### config.mk
export PLATFORM = sky130hd
export DESIGN_NAME = uart_tx_fifo_flat
export DESIGN_NICKNAME = d
export VERILOG_FILES = /design/src/rtl/uart_tx_fifo_if.sv /design/src/rtl/uart_tx_fifo.sv /design/src/flat_wrapper.sv
export SDC_FILE = /design/constraint.sdc
export NUM_CORES = 1
export LEC_CHECK = 0
export ABC_AREA = 1
export CAP_MARGIN = 20
export CORE_MARGIN = 2
export CORE_UTILIZATION = 61
export CTS_CLUSTER_SIZE = 20
export DETAILED_ROUTE_END_ITERATION = 6
export GPL_ROUTABILITY_DRIVEN = 0
export PLACE_DENSITY = 0.79
export SETUP_SLACK_MARGIN = 0.02
export SLEW_MARGIN = 20
export SYNTH_ARGS = -nofsm -noshare
export SYNTH_HDL_FRONTEND = slang
export SYNTH_SLANG_ARGS = --single-unit
export TNS_END_PERCENT = 50
### constraint.sdc
create_clock -name i_Clk -period 3.93 [get_ports i_Clk]
set_input_delay 1.179 -clock i_Clk [delete_from_list [all_inputs] [get_ports i_Clk]]
set_output_delay 1.179 -clock i_Clk [all_outputs]
set_load 0.005 [all_outputs]
### src/rtl/uart_tx_fifo_if.sv
// Producer-side bus of the UART transmitter: write port, frame config, status and line.
interface uart_tx_fifo_if #(
  parameter int unsigned DATA_BITS  = 8,
  parameter int unsigned FIFO_DEPTH = 16
);
  localparam int unsigned LW = $clog2(FIFO_DEPTH) + 1;

  logic                 i_fWr;
  logic [DATA_BITS-1:0] i_Data;
  logic                 i_ParityEn;
  logic                 i_ParityOdd;
  logic                 i_TwoStop;
  logic                 i_fClrOvf;
  logic                 o_fFull;
  logic                 o_fEmpty;
  logic [LW-1:0]        o_Level;
  logic                 o_fBusy;
  logic                 o_fDone;
  logic                 o_fOverflow;
  logic                 o_Tx;

  modport master (
    output i_fWr, i_Data, i_ParityEn, i_ParityOdd, i_TwoStop, i_fClrOvf,
    input  o_fFull, o_fEmpty, o_Level, o_fBusy, o_fDone, o_fOverflow, o_Tx
  );

  modport slave (
    input  i_fWr, i_Data, i_ParityEn, i_ParityOdd, i_TwoStop, i_fClrOvf,
    output o_fFull, o_fEmpty, o_Level, o_fBusy, o_fDone, o_fOverflow, o_Tx
  );
endinterface

### src/rtl/uart_tx_fifo.sv
// UART transmitter fed by a transmit FIFO; data width, parity and stop bits per frame.
module uart_tx_fifo #(
  parameter int unsigned CLK_FREQ   = 50_000_000,
  parameter int unsigned BAUD       = 115200,
  parameter int unsigned DATA_BITS  = 8,
  parameter int unsigned FIFO_DEPTH = 16
) (
  input logic           i_Clk,
  input logic           i_Rst,
  uart_tx_fifo_if.slave bus
);
  localparam int unsigned CLKS_PER_BIT = CLK_FREQ / BAUD;
  localparam int unsigned CW = $clog2(CLKS_PER_BIT);
  localparam int unsigned AW = $clog2(FIFO_DEPTH);
  localparam int unsigned LW = AW + 1;
  localparam int unsigned BW = $clog2(DATA_BITS);

  typedef enum logic [2:0] {IDLE, START, DATA, PARITY, STOP} state_t;

  // FIFO storage and bookkeeping
  logic [DATA_BITS-1:0] mem [FIFO_DEPTH];
  logic [AW-1:0]        wr_ptr, rd_ptr;
  logic [LW-1:0]        level;
  logic                 full, empty, ovf;
  logic                 push_c, pop_c;
  logic [LW-1:0]        level_nxt_c;
  logic [DATA_BITS-1:0] head_c;

  // Frame engine
  state_t               state, state_nxt;
  logic [CW-1:0]        cnt, cnt_nxt;
  logic [BW-1:0]        bit_idx, bit_nxt;
  logic [DATA_BITS-1:0] data_q, data_nxt;
  logic                 par_en_q, par_en_nxt;
  logic                 par_odd_q, par_odd_nxt;
  logic                 two_q, two_nxt;
  logic                 tx_q, tx_nxt;
  logic                 done_q, done_nxt;
  logic                 busy_q;
  logic                 bit_end_c, load_c;

  // Full check uses pre-edge state, so a pop in the same cycle does not make room
  assign push_c      = bus.i_fWr && !full;
  assign level_nxt_c = level + LW'(push_c) - LW'(pop_c);
  assign head_c      = mem[rd_ptr];

  // FIFO data array, no reset needed on storage
  always_ff @(posedge i_Clk) begin
    if (push_c) mem[wr_ptr] <= bus.i_Data;
  end

  // FIFO pointers, occupancy flags and sticky overflow
  always_ff @(posedge i_Clk or negedge i_Rst) begin
    if (!i_Rst) begin
      wr_ptr <= '0;
      rd_ptr <= '0;
      level  <= '0;
      full   <= 1'b0;
      empty  <= 1'b1;
      ovf    <= 1'b0;
    end else begin
      if (push_c) wr_ptr <= wr_ptr + AW'(1);
      if (pop_c)  rd_ptr <= rd_ptr + AW'(1);
      level <= level_nxt_c;
      full  <= (level_nxt_c == LW'(FIFO_DEPTH));
      empty <= (level_nxt_c == '0);
      if (bus.i_fWr && full) ovf <= 1'b1;
      else if (bus.i_fClrOvf) ovf <= 1'b0;
    end
  end

  // Next-state logic; line level and done are derived from the next state so they register cleanly
  always_comb begin
    state_nxt   = state;
    cnt_nxt     = cnt;
    bit_nxt     = bit_idx;
    data_nxt    = data_q;
    par_en_nxt  = par_en_q;
    par_odd_nxt = par_odd_q;
    two_nxt     = two_q;
    pop_c       = 1'b0;
    load_c      = 1'b0;
    tx_nxt      = 1'b1;
    done_nxt    = 1'b0;
    bit_end_c   = (cnt == CW'(CLKS_PER_BIT - 1));

    case (state)
      IDLE: begin
        if (!empty) load_c = 1'b1;
      end
      START: begin
        cnt_nxt = bit_end_c ? '0 : cnt + CW'(1);
        if (bit_end_c) begin
          state_nxt = DATA;
          bit_nxt   = '0;
        end
      end
      DATA: begin
        cnt_nxt = bit_end_c ? '0 : cnt + CW'(1);
        if (bit_end_c) begin
          if (bit_idx == BW'(DATA_BITS - 1)) begin
            state_nxt = par_en_q ? PARITY : STOP;
            bit_nxt   = '0;
          end else begin
            bit_nxt = bit_idx + BW'(1);
          end
        end
      end
      PARITY: begin
        cnt_nxt = bit_end_c ? '0 : cnt + CW'(1);
        if (bit_end_c) begin
          state_nxt = STOP;
          bit_nxt   = '0;
        end
      end
      STOP: begin
        cnt_nxt = bit_end_c ? '0 : cnt + CW'(1);
        if (bit_end_c) begin
          if (bit_idx == (two_q ? BW'(1) : BW'(0))) begin
            if (!empty) load_c = 1'b1;
            else        state_nxt = IDLE;
            bit_nxt = '0;
          end else begin
            bit_nxt = bit_idx + BW'(1);
          end
        end
      end
      default: state_nxt = IDLE;
    endcase

    // Pop head and latch the frame configuration; config is frozen until the next pop
    if (load_c) begin
      pop_c       = 1'b1;
      data_nxt    = head_c;
      par_en_nxt  = bus.i_ParityEn;
      par_odd_nxt = bus.i_ParityOdd;
      two_nxt     = bus.i_TwoStop;
      state_nxt   = START;
      cnt_nxt     = '0;
      bit_nxt     = '0;
    end

    case (state_nxt)
      START:   tx_nxt = 1'b0;
      DATA:    tx_nxt = data_nxt[bit_nxt];
      PARITY:  tx_nxt = (^data_nxt) ^ par_odd_nxt;
      default: tx_nxt = 1'b1;
    endcase

    done_nxt = (state_nxt == STOP) && (cnt_nxt == CW'(CLKS_PER_BIT - 1)) &&
               (bit_nxt == (two_nxt ? BW'(1) : BW'(0)));
  end

  // Frame engine state and registered outputs
  always_ff @(posedge i_Clk or negedge i_Rst) begin
    if (!i_Rst) begin
      state     <= IDLE;
      cnt       <= '0;
      bit_idx   <= '0;
      data_q    <= '0;
      par_en_q  <= 1'b0;
      par_odd_q <= 1'b0;
      two_q     <= 1'b0;
      tx_q      <= 1'b1;
      done_q    <= 1'b0;
      busy_q    <= 1'b0;
    end else begin
      state     <= state_nxt;
      cnt       <= cnt_nxt;
      bit_idx   <= bit_nxt;
      data_q    <= data_nxt;
      par_en_q  <= par_en_nxt;
      par_odd_q <= par_odd_nxt;
      two_q     <= two_nxt;
      tx_q      <= tx_nxt;
      done_q    <= done_nxt;
      busy_q    <= (state_nxt != IDLE);
    end
  end

  assign bus.o_fFull     = full;
  assign bus.o_fEmpty    = empty;
  assign bus.o_Level     = level;
  assign bus.o_fBusy     = busy_q;
  assign bus.o_fDone     = done_q;
  assign bus.o_fOverflow = ovf;
  assign bus.o_Tx        = tx_q;
endmodule

### src/flat_wrapper.sv
// flat-port wrapper written by rule: the top's interface ports become plain ports
module uart_tx_fifo_flat 
#(
  parameter int unsigned CLK_FREQ   = 50_000_000,
  parameter int unsigned BAUD       = 115200,
  parameter int unsigned DATA_BITS  = 8,
  parameter int unsigned FIFO_DEPTH = 16
)
  (i_Clk, i_Rst, bus_i_fWr, bus_i_Data, bus_i_ParityEn, bus_i_ParityOdd, bus_i_TwoStop, bus_i_fClrOvf, bus_o_fFull, bus_o_fEmpty, bus_o_Level, bus_o_fBusy, bus_o_fDone, bus_o_fOverflow, bus_o_Tx);
  uart_tx_fifo_if #(.DATA_BITS(DATA_BITS), .FIFO_DEPTH(FIFO_DEPTH)) bus_i ();
  input logic i_Clk;
  input logic i_Rst;
  input wire logic [$bits(bus_i.i_fWr)-1:0] bus_i_fWr;
  input wire logic [$bits(bus_i.i_Data)-1:0] bus_i_Data;
  input wire logic [$bits(bus_i.i_ParityEn)-1:0] bus_i_ParityEn;
  input wire logic [$bits(bus_i.i_ParityOdd)-1:0] bus_i_ParityOdd;
  input wire logic [$bits(bus_i.i_TwoStop)-1:0] bus_i_TwoStop;
  input wire logic [$bits(bus_i.i_fClrOvf)-1:0] bus_i_fClrOvf;
  output wire logic [$bits(bus_i.o_fFull)-1:0] bus_o_fFull;
  output wire logic [$bits(bus_i.o_fEmpty)-1:0] bus_o_fEmpty;
  output wire logic [$bits(bus_i.o_Level)-1:0] bus_o_Level;
  output wire logic [$bits(bus_i.o_fBusy)-1:0] bus_o_fBusy;
  output wire logic [$bits(bus_i.o_fDone)-1:0] bus_o_fDone;
  output wire logic [$bits(bus_i.o_fOverflow)-1:0] bus_o_fOverflow;
  output wire logic [$bits(bus_i.o_Tx)-1:0] bus_o_Tx;
  assign bus_i.i_fWr = bus_i_fWr;
  assign bus_i.i_Data = bus_i_Data;
  assign bus_i.i_ParityEn = bus_i_ParityEn;
  assign bus_i.i_ParityOdd = bus_i_ParityOdd;
  assign bus_i.i_TwoStop = bus_i_TwoStop;
  assign bus_i.i_fClrOvf = bus_i_fClrOvf;
  assign bus_o_fFull = bus_i.o_fFull;
  assign bus_o_fEmpty = bus_i.o_fEmpty;
  assign bus_o_Level = bus_i.o_Level;
  assign bus_o_fBusy = bus_i.o_fBusy;
  assign bus_o_fDone = bus_i.o_fDone;
  assign bus_o_fOverflow = bus_i.o_fOverflow;
  assign bus_o_Tx = bus_i.o_Tx;
  uart_tx_fifo #(.CLK_FREQ(CLK_FREQ), .BAUD(BAUD), .DATA_BITS(DATA_BITS), .FIFO_DEPTH(FIFO_DEPTH)) u_core (.i_Clk(i_Clk), .i_Rst(i_Rst), .bus(bus_i));
endmodule
==> results of run 1 <==
## power by group through the flow
stage                     Sequential (uW)  Combinational [uW]  Clock (uW)
after global placement               2300                 603           0
after global routing                 2290                 729        1790
final                                2270                 661        1700
after CTS                            2270                 655        1710
after floorplan                      2290                 378           0
after detailed placement             2310                 650           0
## critical path, delay by kind of cell
family | cells | cell delay, ns
adder cells (fa/ha/maj) | 2 | 0.69
buffers and inverters | 2 | 0.51
AND/OR/NAND/NOR | 3 | 0.90
## kinds of logic (layout without fill, tap and decap cells)
kind of cell,count (synthesis),after routing
AO/OA/AOI/OAI,64,64
flip-flops,173,173
adder cells (fa/ha/maj),15,15
XOR/XNOR,12,12
buffers and inverters,126,161
AND/OR/NAND/NOR,416,416
## final timing paths
kind | endpoint | slack (ns) | cells past startpoint
setup / recovery | u_core.bus.o_fEmpty | 1.01 | 7
setup reg to reg | u_core.bus.o_Tx | 1.05 | 16
max in group asynchronous | u_core.rd_ptr[0] | 2.75 | 1
hold reg to reg | u_core.par_en_q | 0.49 | 2
hold / removal | u_core.par_en_q | 0.49 | 2
min in group asynchronous | u_core.rd_ptr[3] | 0.75 | 1
## metal layers
metal | wire length (um) | up-vias | GRT usage
li1 | - | 2688 | -
met1 | 7064 | 2736 | 0.3418
met2 | 8742 | 247 | 0.4368
met3 | 1217 | 43 | 0.05523
met4 | 558 | 0 | 0.1220
met5 | 0 | - | 0
## Yosys cell counts
library cell	instances	area, um2
dfstp_2	2	52.55
nand4_2	1	12.51
inv_1	91	341.6
buf_4	5	37.54
ha_1	14	175.2
nand3_2	4	40.04
buf_2	11	55.05
o211ai_1	3	22.52
o21ai_2	1	8.760
nand3b_1	2	15.01
inv_2	4	15.01
clkinv_1	3	11.26
o21bai_1	2	15.01
buf_1	3	11.26
clkbuf_1	4	15.01
o21ai_0	45	225.2
dfrtp_1	43	1076
o22ai_1	1	6.260
nand4_1	5	31.28
nor2_4	1	11.26
or4_1	1	7.510
nor2_2	2	12.51
edfxtp_1	128	3844
fa_1	1	20.02
nand3_1	87	435.4
a22oi_1	1	7.510
nor3_1	2	10.01
xor2_1	9	78.83
a21o_1	1	7.510
nor3_2	1	10.01
nor2_1	109	409.1
xnor2_1	3	26.28
o21a_1	1	7.510
or2_2	5	31.28
buf_6	4	45.04
buf_8	1	15.01
a21oi_1	9	45.04
nand2_1	190	713.2
nand2_2	6	37.54
## state kept, by name, indices dropped and copies added (netlist names), 3 cells and up
signal	count
u_core.state	3
u_core.cnt	9
u_core.bus.o_Level	5
u_core.data_q	8
u_core.mem	128
u_core.wr_ptr	4
u_core.rd_ptr	4
u_core.bit_idx	3
## layout make-up
type	count	area, um2	area share
clock buffer	19	432.9	0.04881
clock inverter	13	163.9	0.01848
inverter	98	367.9	0.04148
multi-input combinational	507	2422	0.2731
sequential	173	4974	0.5608
tap	172	215.2	0.02427
timing repair buffer	31	292.8	0.03301
## per-stage QoR
step	hold slack, ns	area [um2]
5_1_grt	0.5317	8869
6_report	0.4939	8869
3_3_place_gp	0.4711	8269
4_1_cts	0.5054	8866
3_5_place_dp	0.4936	8269
2_1_floorplan	0.4426	7941
==> qor.csv, run 1 <==
metric;value;unit
layout-drive-gt1-share;0.07610;
syn_to_final_growth;11.67;%
die_h;118.1;um
swShare;0.2590;
fin_util;0.6999;
grt_antenna_before_repair;0;
synth-compound-area-share;0.04349;
grt_pass1_wl;28.43;mm
dieArea;13950;um2
syn_area_per_cell;9.853;um2
synth_fp_nets;836;
cts_max_path_buffers;2;
cts_made_buffers;17;
syn_inst;806;
p_total;4633;uW
criticalPathCategory;in2reg;
crit_path_max_incr_delay;0.57;ns
rsz0062_at_grt;no;
worstSetupEndpointType;flop;
internal_power;3433;uW
drtIter0Drc;540;
clock-sinks;173;
drv_cap;0;
io_pins;26;
cts.htree.levels;4;
postRouteWirelength;17.58;mm
synth_top_family_by_area;simple AND/OR/NAND/NOR gates;
setup.worst_path.start_class;primary input;
drc_errors;0;
final_cell_mix;190 x nand2_1, 128 x edfxtp_1, 109 x nor2_1;
rows;41;
ys_types;39;
synth-seq-cells;173;
min_period_over_period;0.7423;
dp.cells;981;
clkSlewWorstSetupHoldPaths;0.06;ns
dpl.hpwl;11.10;mm
clk_latency;0.43;ns
synthXorXnorAreaFrac;0.01323;
fp.dieW;118.1;um
pre_cts_slack;0.6181;ns
peakVddDrop;0.3726;mV
via_count;5714;
cts_resized;0;
wl_per_cell;17.36;um
mostFrequentLayoutCell;nand2_1;
hp-class;reg2reg;
stdcell_count;1013;
cts_tree;built;
synthSimpleGateAreaFrac;0.2237;
grt_pass1_vias;5673;
min_from;u_core.par_en_q;
finalHoldViolCount;0;
clock-root-buffer;clkbuf_16;
slew_viol_final;0;
ys_warn_count;0;
io_buffers;25;
p_leak;0.003699;uW
drt_first_pass_iters;5;
layout_min_cycle_time;2.917;ns
start_util;0.6267;
p_comb_frac;0.143;
synthAdderAreaFrac;0.02458;
n_antenna_cell;0;
via_per_inst;5.641;
core_area;12670;um2
synthMuxAreaShare;0;
status;finished clean;
max_slew.worst_pin.slew;0.9908;ns
power.switching;1200;uW
power.density;522.4;nW/um2
grtUsageTotal;0.2661;
clkPwrFrac;0.366;
seq_power_share;0.491;
timing.fmax;0.3428;GHz
required;4.29;ns
grt_max_degree;69;
netlist_area;7941;um2
cp_max_fo;2;
finalSetupViolations;0;
cp_common_cell;nor2_1;
final_nets;858;
fin_worst_skew;0.01483;ns
ys_seq_area_frac;0.6261;
slew_headroom;0.3385;
tns;0;ns
crit_path_cell_trace;clkdlybuf4s50_1, inv_1, nor2_1, ha_1, fa_1, or4_1, nor2_1;
ctsHoldBuffers;0;
startpoint;bus_i_fWr;
ant_nets;0;
reg2reg_from;u_core.rd_ptr[2];
grt-ovfl-total;0;
nFillCells;930;
layout_setup_ws;1.013;ns
arrival;3.28;ns
post-cts-setup-buffers;0;
critPathSlowestCell;or4_1;
Note: power is estimated with default switching activity, not from simulation.
==> run 2, diff against run 1 <==
==> constraint.sdc (replaced) <==
create_clock -name i_Clk -period 2.8 [get_ports i_Clk]
set_input_delay 0.84 -clock i_Clk [delete_from_list [all_inputs] [get_ports i_Clk]]
set_output_delay 0.84 -clock i_Clk [all_outputs]
set_load 0.005 [all_outputs]
==> qor.csv, run 2 (same netlist as run 1, synthesis figures left out) <==
metric;value;unit;change
status;finished clean;;
largest_reg_flops;128;;unchanged
via_per_inst;5.367;;-4.9%
syn_to_final_growth;15.60;%;
worstSetupEndpointType;flop;;
min_period_over_period;0.9396;;
clkSlewWorstSetupHoldPaths;0.06;ns;about the same
timing.fmax;0.3801;GHz;
rows;41;;unchanged
io_buffers;25;;unchanged
cts.htree.levels;4;;unchanged
crit_path_max_incr_delay;0.49;ns;-0.08 ns
power.density;732.0;nW/um2;+40%
layout_min_cycle_time;2.631;ns;
criticalPathCategory;reg2reg;;
drtIter0Drc;430;;-20%
cp_max_fo;3;;+1
slew_viol_final;0;;unchanged
die_h;118.1;um;unchanged
finalSetupViolations;0;;unchanged
layout-drive-gt1-share;0.1084;;+0.03232
required;3.17;ns;-1.12 ns
peakVddDrop;0.4958;mV;+33%
drt_first_pass_iters;5;;unchanged
mostFrequentLayoutCell;nand2_1;;
postRouteWirelength;16.40;mm;-6.7%
arrival;3.00;ns;-0.28 ns
cts_tree;built;;
rsz0062_at_grt;no;;
start_util;0.6267;;unchanged
final_nets;884;;+3.0%
grt_antenna_before_repair;0;;unchanged
n_antenna_cell;0;;unchanged
grt_max_degree;69;;unchanged
grt_pass1_wl;26.51;mm;-6.8%
largestRegisters;u_core.mem x128, u_core.cnt x9, u_core.data_q x8;;
drv_cap;0;;unchanged
layout_setup_ws;0.1692;ns;-0.8434 ns
setup.worst_path.start_class;flop;;
crit_path_cell_trace;inv_1, nand2_1, nand3_1, nor2_1, nand3_2, nand2_2, ha_4, inv_2, ha_4, fa_2, xor2_1, or4_4, nor2_1;;
p_total;6719;uW;+45%
cts_max_path_buffers;2;;unchanged
top_register;u_core.mem;;
io_pins;26;;unchanged
cts_made_buffers;17;;unchanged
pre_cts_slack;-0.06939;ns;-0.6875 ns
clock-root-buffer;clkbuf_16;;
fp.dieW;118.1;um;unchanged
dpl.hpwl;10.56;mm;-4.9%
clock-sinks;173;;unchanged
hp-class;in2async;;
finalHoldViolCount;0;;unchanged
p_leak;0.003863;uW;+4.4%
clk_latency;0.43;ns;about the same
final_cell_mix;190 x nand2_1, 128 x edfxtp_1, 109 x nor2_1;;
grt_pass1_vias;5469;;-3.6%
wl_per_cell;15.79;um;-9.0%
ant_nets;0;;unchanged
critPathSlowestCell;or4_4;;
drc_errors;0;;unchanged
max_slew.worst_pin.slew;0.6306;ns;-0.3602 ns
grtUsageTotal;0.2477;;-0.01845
dieArea;13950;um2;unchanged
via_count;5576;;-2.4%
core_area;12670;um2;unchanged
grt-ovfl-total;0;;unchanged
slew_headroom;0.5770;;+0.2385
fin_worst_skew;0.007113;ns;-0.007713 ns
## run 2: cell count changes in the layout (fill, tap and decap cells not counted), sizes merged
cell,previous run,this run
inv,98,94
clkinv,8,4
clkbuf,19,28
buf,7,32
## run 2: final cells by class
| type | instances | area, um2 |
|---|---|---|
| Clock buffer | 28 | 551.8 |
| Clock inverter | 4 | 95.09 |
| Fill cell | 850 | 3491 |
| Inverter | 98 | 371.6 |
| Multi-Input combinational cell | 507 | 2461 |
| Sequential cell | 173 | 4974 |
| Tap cell | 172 | 215.2 |
| Timing Repair Buffer | 56 | 506.7 |
| Timing Repair inverter | 1 | 5.005 |
## run 2: worst max-delay path, delay by kind of cell (launching register included)
| family | cells | cell delay (ns) |
|---|---|---|
| adder cells (fa/ha/maj) | 3 | 0.80 |
| buffers and inverters | 2 | 0.16 |
| AND/OR/NAND/NOR | 7 | 1.03 |
| XOR/XNOR | 1 | 0.19 |
| flip-flops | 1 | 0.40 |
## run 2: routing by layer
metal / wire [um] / global-route usage
met5: 0 / 0
met3: 796 / 0.04942
met1: 6647 / 0.2998
met2: 8561 / 0.4288
met4: 399 / 0.1114
## run 2: stage by stage
step	instance area (um2)	setup TNS, ns	hold WS, ns	utilization	std cells
6_report	9180	0	0.4038	0.7245	1039
5_1_grt	9180	0	0.4478	0.7245	1039
4_1_cts	9145	0	0.4209	0.7217	1035
3_5_place_dp	8498	-0.1375	0.4983	0.6707	1003
3_3_place_gp	8498	-0.08038	0.4757	0.6707	1003
2_1_floorplan	7984	-0.1651	0.4426	-	806
## run 2: power by group
| part | internal [uW] | switching (uW) | total (uW) | leakage [uW] |
|---|---|---|---|---|
| sequential | 3060 | 126 | 3190 | 0.00171 |
| combinational | 412 | 599 | 1010 | 0.00184 |
| clock | 1620 | 902 | 2520 | 0.000313 |
| total | 5090 | 1630 | 6720 | 0.00386 |
## run 2: repair_timing
| action | in CTS | in global routing |
|---|---|---|
| setup endpoints to repair | 0 | 1 |
| buffers inserted | 0 | 3 |
| gates resized for setup | 0 | 2 |
| hold buffers | 0 | 0 |
## run 2: worst paths after layout
path | from | to | slack, ns | cells past startpoint
min reg2reg | u_core.par_en_q | u_core.par_en_q | 0.50 | 2
max | u_core.bit_idx[0] | u_core.bus.o_fEmpty | 0.17 | 13
max reg2reg | u_core.bit_idx[0] | u_core.bus.o_fEmpty | 0.17 | 13
min in group i_Clk | u_core.par_en_q | u_core.par_en_q | 0.50 | 2
max in group asynchronous | i_Rst | u_core.wr_ptr[2] | 1.79 | 2
min | i_Rst | u_core.par_en_q | 0.40 | 1
